[src/rtl/spi_lcd_ctrl.sv]
// spi_lcd_ctrl: sequences one SPI mode-0, MSB-first byte shift register on the
// ILI9341 LCD link. It takes command/data bytes from a valid/ready stream,
// drives the shift register's load/shift strobes, and generates SCK, CS_n and D/C.
// CS_n stays low across back-to-back bytes, so they form a single burst.
//
// Ports
//   clk, rst        system clock, asynchronous active-high reset
//   tx_valid/ready  byte stream handshake; tx_data/tx_dc travel with it
//   sr_load/sr_data parallel load into the external shift register (= handshake)
//   sr_shift_en     one-clk shift strobe, coincident with each SCK falling edge
//   spi_sck/cs_n/dc SPI link pins (SCK idles low, CS_n active low)
//   busy            controller is not IDLE
//   byte_done       one-clk pulse after the last bit of a byte
module spi_lcd_ctrl #(
    parameter int unsigned DW       = 8,
    parameter int unsigned CLK_DIV  = 4,
    parameter int unsigned CS_SETUP = 2,
    parameter int unsigned CS_IDLE  = 2
) (
    input  logic          clk,
    input  logic          rst,
    input  logic          tx_valid,
    output logic          tx_ready,
    input  logic [DW-1:0] tx_data,
    input  logic          tx_dc,
    output logic          sr_load,
    output logic [DW-1:0] sr_data,
    output logic          sr_shift_en,
    output logic          spi_sck,
    output logic          spi_cs_n,
    output logic          spi_dc,
    output logic          busy,
    output logic          byte_done
);

    localparam int unsigned DIV_W    = (CLK_DIV > 1) ? $clog2(CLK_DIV) : 1;
    localparam int unsigned BIT_W    = $clog2(DW + 1);
    localparam int unsigned WAIT_MAX = (CS_SETUP > CS_IDLE) ? CS_SETUP : CS_IDLE;
    localparam int unsigned WAIT_W   = (WAIT_MAX > 1) ? $clog2(WAIT_MAX) : 1;

    localparam logic [DIV_W-1:0]  DIV_LAST   = DIV_W'(CLK_DIV - 1);
    // Half-period count one before the last; unused when CLK_DIV == 1.
    localparam logic [DIV_W-1:0]  DIV_PRE    = DIV_W'((CLK_DIV > 1) ? (CLK_DIV - 2) : 0);
    localparam logic [BIT_W-1:0]  BIT_LAST   = BIT_W'(DW - 1);
    localparam logic [WAIT_W-1:0] SETUP_LAST = WAIT_W'(CS_SETUP - 1);
    localparam logic [WAIT_W-1:0] IDLE_LAST  = WAIT_W'(CS_IDLE - 1);

    typedef enum logic [2:0] {
        IDLE,
        SETUP,
        XFER,
        NEXT,
        HOLD
    } state_t;

    state_t             state;
    logic [DIV_W-1:0]   div_cnt;
    logic [BIT_W-1:0]   bit_cnt;
    logic [WAIT_W-1:0]  wait_cnt;

    // Stream handshake and shift-register load path
    assign tx_ready = !rst && (state == IDLE || state == NEXT);
    assign sr_load  = tx_valid && tx_ready;
    assign sr_data  = tx_data;
    assign busy     = (state != IDLE);

    // Sequencer: CS framing, SCK generation and shift strobes
    always_ff @(posedge clk or posedge rst) begin
        if (rst) begin
            state       <= IDLE;
            spi_cs_n    <= 1'b1;
            spi_sck     <= 1'b0;
            spi_dc      <= 1'b0;
            sr_shift_en <= 1'b0;
            byte_done   <= 1'b0;
            div_cnt     <= '0;
            bit_cnt     <= '0;
            wait_cnt    <= '0;
        end else begin
            sr_shift_en <= 1'b0;
            byte_done   <= 1'b0;
            if (sr_load) begin
                spi_dc <= tx_dc;
            end
            case (state)
                IDLE: begin
                    if (sr_load) begin
                        state    <= SETUP;
                        spi_cs_n <= 1'b0;
                        wait_cnt <= '0;
                    end
                end
                SETUP: begin
                    if (wait_cnt == SETUP_LAST) begin
                        state   <= XFER;
                        div_cnt <= '0;
                        bit_cnt <= '0;
                    end else begin
                        wait_cnt <= wait_cnt + WAIT_W'(1);
                    end
                end
                XFER: begin
                    if (div_cnt == DIV_LAST) begin
                        div_cnt <= '0;
                        if (!spi_sck) begin
                            spi_sck     <= 1'b1;
                            // With a one-cycle half period the high cycle is also the last one.
                            sr_shift_en <= (CLK_DIV == 1);
                        end else begin
                            spi_sck <= 1'b0;
                            bit_cnt <= bit_cnt + BIT_W'(1);
                            if (bit_cnt == BIT_LAST) begin
                                byte_done <= 1'b1;
                                state     <= NEXT;
                            end
                        end
                    end else begin
                        div_cnt     <= div_cnt + DIV_W'(1);
                        // Strobe lands on the last high cycle so the shift coincides with SCK fall.
                        sr_shift_en <= spi_sck && (div_cnt == DIV_PRE);
                    end
                end
                NEXT: begin
                    if (sr_load) begin
                        state   <= XFER;
                        div_cnt <= '0;
                        bit_cnt <= '0;
                    end else begin
                        state    <= HOLD;
                        spi_cs_n <= 1'b1;
                        wait_cnt <= '0;
                    end
                end
                HOLD: begin
                    if (wait_cnt == IDLE_LAST) begin
                        state <= IDLE;
                    end else begin
                        wait_cnt <= wait_cnt + WAIT_W'(1);
                    end
                end
                default: state <= IDLE;
            endcase
        end
    end

endmodule

[config.mk]
export PLATFORM = sky130hd
export DESIGN_NAME = spi_lcd_ctrl
export DESIGN_NICKNAME = d
export VERILOG_FILES = /design/src/rtl/spi_lcd_ctrl.sv
export SDC_FILE = /design/constraint.sdc
export NUM_CORES = 1
export LEC_CHECK = 0
export CELL_PAD_IN_SITES_DETAIL_PLACEMENT = 1
export CELL_PAD_IN_SITES_GLOBAL_PLACEMENT = 2
export CORE_ASPECT_RATIO = 1.2
export CORE_MARGIN = 2
export CORE_UTILIZATION = 24
export CTS_CLUSTER_DIAMETER = 120
export DETAILED_ROUTE_END_ITERATION = 8
export GPL_TIMING_DRIVEN = 0
export PLACE_DENSITY_LB_ADDON = 0.1
export SETUP_SLACK_MARGIN = 0.3
export SYNTH_ARGS = -nofsm -noshare
export SYNTH_HDL_FRONTEND = slang
export SYNTH_SLANG_ARGS = --single-unit
export TNS_END_PERCENT = 10
[constraint.sdc]
create_clock -name clk -period 1.35 [get_ports clk]
set_clock_uncertainty 0.05 [all_clocks]
set_input_delay 0.135 -clock clk [delete_from_list [all_inputs] [get_ports clk]]
set_output_delay 0.135 -clock clk [all_outputs]
set_load 0.01 [all_outputs]
* Yosys cells after proc, flatten, opt, wreduce, memory -nomap -nowiden
Index checks and enable logic that the tools add are counted.
** Storage, ports and cells
- Bits in registers :: 15
- Output and inout bits :: 16
** Cells by class
- Equality and inequality tests :: 15
- Add/sub/neg operators :: 3
- Muxes and demuxes :: 30
- Reductions and logical operators :: 17
** Operators by type and width (number)
- two-way mux 3 bit :: 7
- two-way mux 4 bit :: 4
- inequality test 2 bit (second input constant) :: 8
- case mux 3 bit (5 select lines) :: 1
- case mux 4 bit (3 select lines) :: 1
- two-way mux 1 bit :: 11
- AND reduction 3 bit :: 3
- nonzero test 3 bit :: 3
- == test 3 x 2 -> 1 bit (second input constant) :: 2
- two-way mux 2 bit :: 3
- case mux 2 bit (3 select lines) :: 1
- AND reduction 6 bit :: 1
- AND reduction 5 bit :: 1
- adder 4 x 1 -> 4 bit (second input constant) :: 1
- == test 2 bit (second input constant) :: 2
- == test 4 x 3 -> 1 bit (second input constant) :: 1
- == test 3 x 1 -> 1 bit (second input constant) :: 1
- == test 3 bit (second input constant) :: 1
- logical AND 1 bit :: 3
- zero test 3 bit :: 1
- case mux 1 bit (3 select lines) :: 1
- adder 2 x 1 -> 2 bit (second input constant) :: 1
- case mux 1 bit (2 select lines) :: 1
- AND reduction 2 bit :: 1
- other kinds (5) :: 5

* Depth between registers and ports, before layout
- Depth after elaboration :: 6
- Mapped depth :: 6
- Depth with buffers taken out :: 5

* Worst setup path before layout
Ideal clock, no wire load.
- Kind :: register to register
- Start point :: register div_cnt[1]
- End point :: register bit_cnt[3]
- Data required time :: 1.176 ns
- Path buffers :: 0
- Setup slack :: -0.139 ns
- Stages on the path, launching flop included :: 6
- Library setup time :: 0.124 ns
- Data arrival time :: 1.315 ns
- Path through :: dfrtp_1 -> ha_1 -> nand2_1 -> or2_0 -> and3_1 -> a211o_1
** Between the ends
- Cells in the longest elaborated chain, start to end :: 3
** Ends and longest elaborated chain
- from (decl) :: line 57 : logic [DIV_W-1:0] div_cnt;
- from (signal assigned) :: line 118 : div_cnt <= div_cnt + DIV_W'(1);
- == test 2 bit :: line 103 : if (div_cnt == DIV_LAST) begin
- inequality test 2 bit (no line)
- AND reduction 5 bit (no line)
- to (signal assigned) :: line 111 : bit_cnt <= bit_cnt + BIT_W'(1);
- to (decl) :: line 58 : logic [BIT_W-1:0] bit_cnt;
Every way passes these cells.
A chain may end at the register's enable or synchronous reset.

* Worst setup path in the final report
- Start point :: register state[0]
- End point :: register div_cnt[0]
** Between the ends
- Cells in the longest elaborated chain, start to end :: 6
- Elaborated cells on any way between the ends :: 12
- Classes of those cells :: eq/ne: 5; mux: 1; reduce/logical: 6
** Ends and longest elaborated chain
- from (decl) :: line 56 : state_t state;
- from (signal assigned) :: line 70 : state <= IDLE;
- from (signal assigned) :: line 88 : state <= SETUP;
- from (signal assigned) :: line 95 : state <= XFER;
- == test 3 x 2 -> 1 bit or zero test 3 bit (tied branches) :: line 62, 85
- logical OR 1 bit :: line 62 : assign tx_ready = !rst && (state == IDLE || state == NEXT);
- logical AND 1 bit :: line 62
- logical AND 1 bit :: line 63 : assign sr_load = tx_valid && tx_ready;
- inequality test 2 bit (no line)
- AND reduction 3 bit (no line)
Several ways; a longest one is shown, not always the timed one.

==> key figures <==
Routing
  – Vias per inst: 4.72
  – Iteration-0 DRC Markers: 23
  – Routed WL per cell: 13.6 microns
  – DRC violations left: 4
  – Total iterations of the first detailed-routing run: 6
  – Routed Wire Length: 2070 microns
  – Vias: 718
  – Post-route ant nets: 0

Yosys
  – Top FF cell, synth: dfrtp_1
  – Post-synth EDFFs: 0
  – Distinct cell type count after synthesis: 39
  – Synth Instances: 86
  – Synthesized area: 870 sq um
  – Mean Syn Cell Area: 10.1 sq um
  – Ys async rst share: 1.00
  – Adder and majority gate portion of the synthesized area: 0.0432
  – Post-synthesis sequential area ratio: 0.433
  – #FFs+latches synth: 15
  – Yosys Warn Count: 0
  – Largest family of logic cells by synthesized area: simple AND/OR/NAND/NOR gates
  – Mux cell area share after synthesis: 0.0245
  – Post-Synth XOR/XNOR Area: 0.0201
  – Syn nets: 101
  – Synth Area in Simple Gates: 0.201
  – Compound-gate portion of the synthesized area: 0.127

Floorplanning
  – Die height: 69.9 microns
  – Core box area: 3400 sq um
  – Initial Utilization: 0.256
  – Die W: 59.0 microns
  – Cell Rows: 23
  – I/O pin cnt: 28
  – Die area: 4120 sq um

Cells and area
  – Layout area overhead: 41.2%
  – Share of cells above drive strength 1: 0.365
  – Fin cells: 152
  – Diodes inserted: 0
  – Nets: 131
  – Final Util: 0.361

Clock tree
  – Total CTS buffers: 3
  – Cts hold-fix bufs: 0
  – Worst-path clk slew: 60 ps
  – Longest Clk Path Bufs: 2
  – Worst skew pair latency: 250 ps
  – H-tree depth: 1
  – CTS Sinks: 15
  – Clock root buffer: clkbuf_8
  – CTS tree: built

Timing
  – Total negative slack: -1370 ps
  – Final setup fails: 13
  – RSZ-0062 raised after global routing: true
  – Final period utilization: 1.15
  – Fin. max-slew vios: 0
  – Final setup margin: -207 ps
  – FMAX: 0.642 GHz
  – Slew HR: 0.583
  – Slew @ Worst Pin: 624 ps
  – Hold Fails Final Rpt: 0
  – Fin Hold WS: 292 ps
  – Final worst path period need: 1560 ps

Run status
  – Failing checks: design-rule violations, negative setup slack
  – Outcome: complete, but fails checks

Global route
  – Grt total ovfl: 0
  – Antenna violations before repair: 0
  – GRT Util Overall: 0.105
  – Vias in the first global route: 731
  – Global-route wire length before repair: 3290 microns
  – Largest net degree at the start of global routing: 16

Place
  – IO buf count: 19
  – Placed insts: 142
  – Gpl congestion: 0.672
  – Pre-CTS setup slack: -427 ps
  – DP HPWL: 1470 microns

Power and ir drop
  – Power density over the cells: 1970 nW/um^2
  – Switch Pwr: 0.914 mW
  – Sw Ratio: 0.378
  – Peak VDD IR: 0.000565 V
  – Leak pwr: 0.570 nW
  – Clock share of power: 0.154
  – Reg power frac: 0.319
  – Logic pwr share: 0.526
  – Internal cell power: 1.50 mW

Setup path
  – WP data required: 1480 ps
  – Worst Path Arrival: 1680 ps
  – Nature of the critical path endpoint: flop
  – CP peak stage delay: 380 ps
  – Critical Path Most Common Cell: buf_6
  – CP Max Fanout: 6
  – Critical path class: reg2reg
  – Cells along the critical path: buf_6 -> or3b_4 -> buf_6 -> or3_1 -> o21ai_1
  – CP startpoint kind: flop
  – Crit path max-delay cell type: or3b_4

Min path
  – Hold Crit Class: in2async

Job
  – MaxCap Viol Count: 0
flip-flops by register name, indices dropped and copies added (netlist names):
| name | flops |
|---|---|
| bit_cnt | 4 |
| byte_done | 1 |
| div_cnt | 2 |
| spi_cs_n | 1 |
| spi_dc | 1 |
| spi_sck | 1 |
| sr_shift_en | 1 |
| state | 3 |
| wait_cnt | 1 |
layout by cell type (no fill, tap or decap), types with 2 or more instances in the layout:
cell	n
nand3_1	3
clkdlybuf4s50_1	11
nor3_1	2
dlygate4sd2_1	2
clkbuf_8	3
a21oi_1	2
dfrtp_1	13
inv_1	7
buf_4	14
buf_6	6
nand2_1	7
buf_2	2
nor2_1	3
a31oi_1	2
a21oi_2	2
ha_1	2
path summary, 6_finish.rpt:
path | start | end | slack [ps] | depth (start not counted)
worst max-delay path | state[0]$_DFFE_PP0P_ | div_cnt[0]$_DFFE_PP0P_ | -210 | 5
worst min-delay path | rst | wait_cnt$_DFFE_PP0P_ | 290 | 2
worst max register to register | state[0]$_DFFE_PP0P_ | div_cnt[0]$_DFFE_PP0P_ | -210 | 5
worst min register to register | spi_dc$_DFFE_PP0P_ | spi_dc$_DFFE_PP0P_ | 450 | 1
max in group asynchronous | rst | spi_sck$_DFFE_PP0P_ | 520 | 2
min in group clk | spi_dc$_DFFE_PP0P_ | spi_dc$_DFFE_PP0P_ | 450 | 1
power by group through the flow:
| stage | Sequential (mW) | Clock, mW | Combinational, mW |
|---|---|---|---|
| 2_1_floorplan | 0.751 | 0 | 0.731 |
| 3_3_place_gp | 0.751 | 0 | 1.10 |
| 3_5_place_dp | 0.760 | 0 | 1.12 |
| 4_1_cts | 0.767 | 0.392 | 1.23 |
| 5_1_grt | 0.789 | 0.420 | 1.39 |
| 6_report | 0.771 | 0.372 | 1.27 |
final cells by class:
class / count / area (sq um)
clock buffer: 4 / 45.0
buffer: 12 / 105
timing repair buffer: 25 / 220
fill: 400 / 2170
multi-input combinational: 52 / 407
tap: 37 / 46.3
inverter: 7 / 26.3
sequential: 15 / 378
critical path, delay by kind of cell, from the launching register on:
kind            cells  cell delay (ps)
compound gates      1               90
buf+inv             2              270
flops               1              370
simple gates        2              700
cells by family after synthesis:
family / count (synthesis)
simple gates: 29
buf+inv: 19
compound gates: 16
flops: 15
fa+ha+maj: 3
xor+xnor: 2
mux: 2
synth_stat cells, drive strengths merged (2+ instances only):
cell type / n / area (sq um)
a21oi: 4 / 20.0
nor3: 3 / 20.0
nor2: 4 / 17.5
buf: 12 / 105
ha: 3 / 37.5
dfrtp: 14 / 350
nand2: 8 / 30.0
nor4b: 2 / 32.5
o21ai: 2 / 10.0
inv: 7 / 26.3
or3: 2 / 13.8
a31oi: 2 / 12.5
nand3: 3 / 15.0
per-stage QoR:
| step | power (mW) | instance area (sq um) |
|---|---|---|
| after floorplan | 1.48 | 875 |
| after global placement | 1.85 | 1110 |
| after detailed placement | 1.88 | 1110 |
| after CTS | 2.39 | 1210 |
| after global routing | 2.59 | 1230 |
| final | 2.42 | 1230 |
what timing repair did:
| action | 4_1_cts | 5_1_grt |
|---|---|---|
| resized for setup | 32 | 4 |
| endpoints found under the setup margin | 23 | 22 |
| pin swaps | 8 | 5 |
| buffers inserted | 4 | 2 |
metal layers:
layer | wire length [microns] | GRT usage | share of wire
met5 | 0 | 0 | 0
met2 | 1080 | 0.170 | 0.52
met3 | 115 | 0.0259 | 0.056
met1 | 842 | 0.127 | 0.41
met4 | 38 | 0.0530 | 0.018
No activity file was read; power rests on OpenSTA's default activity.
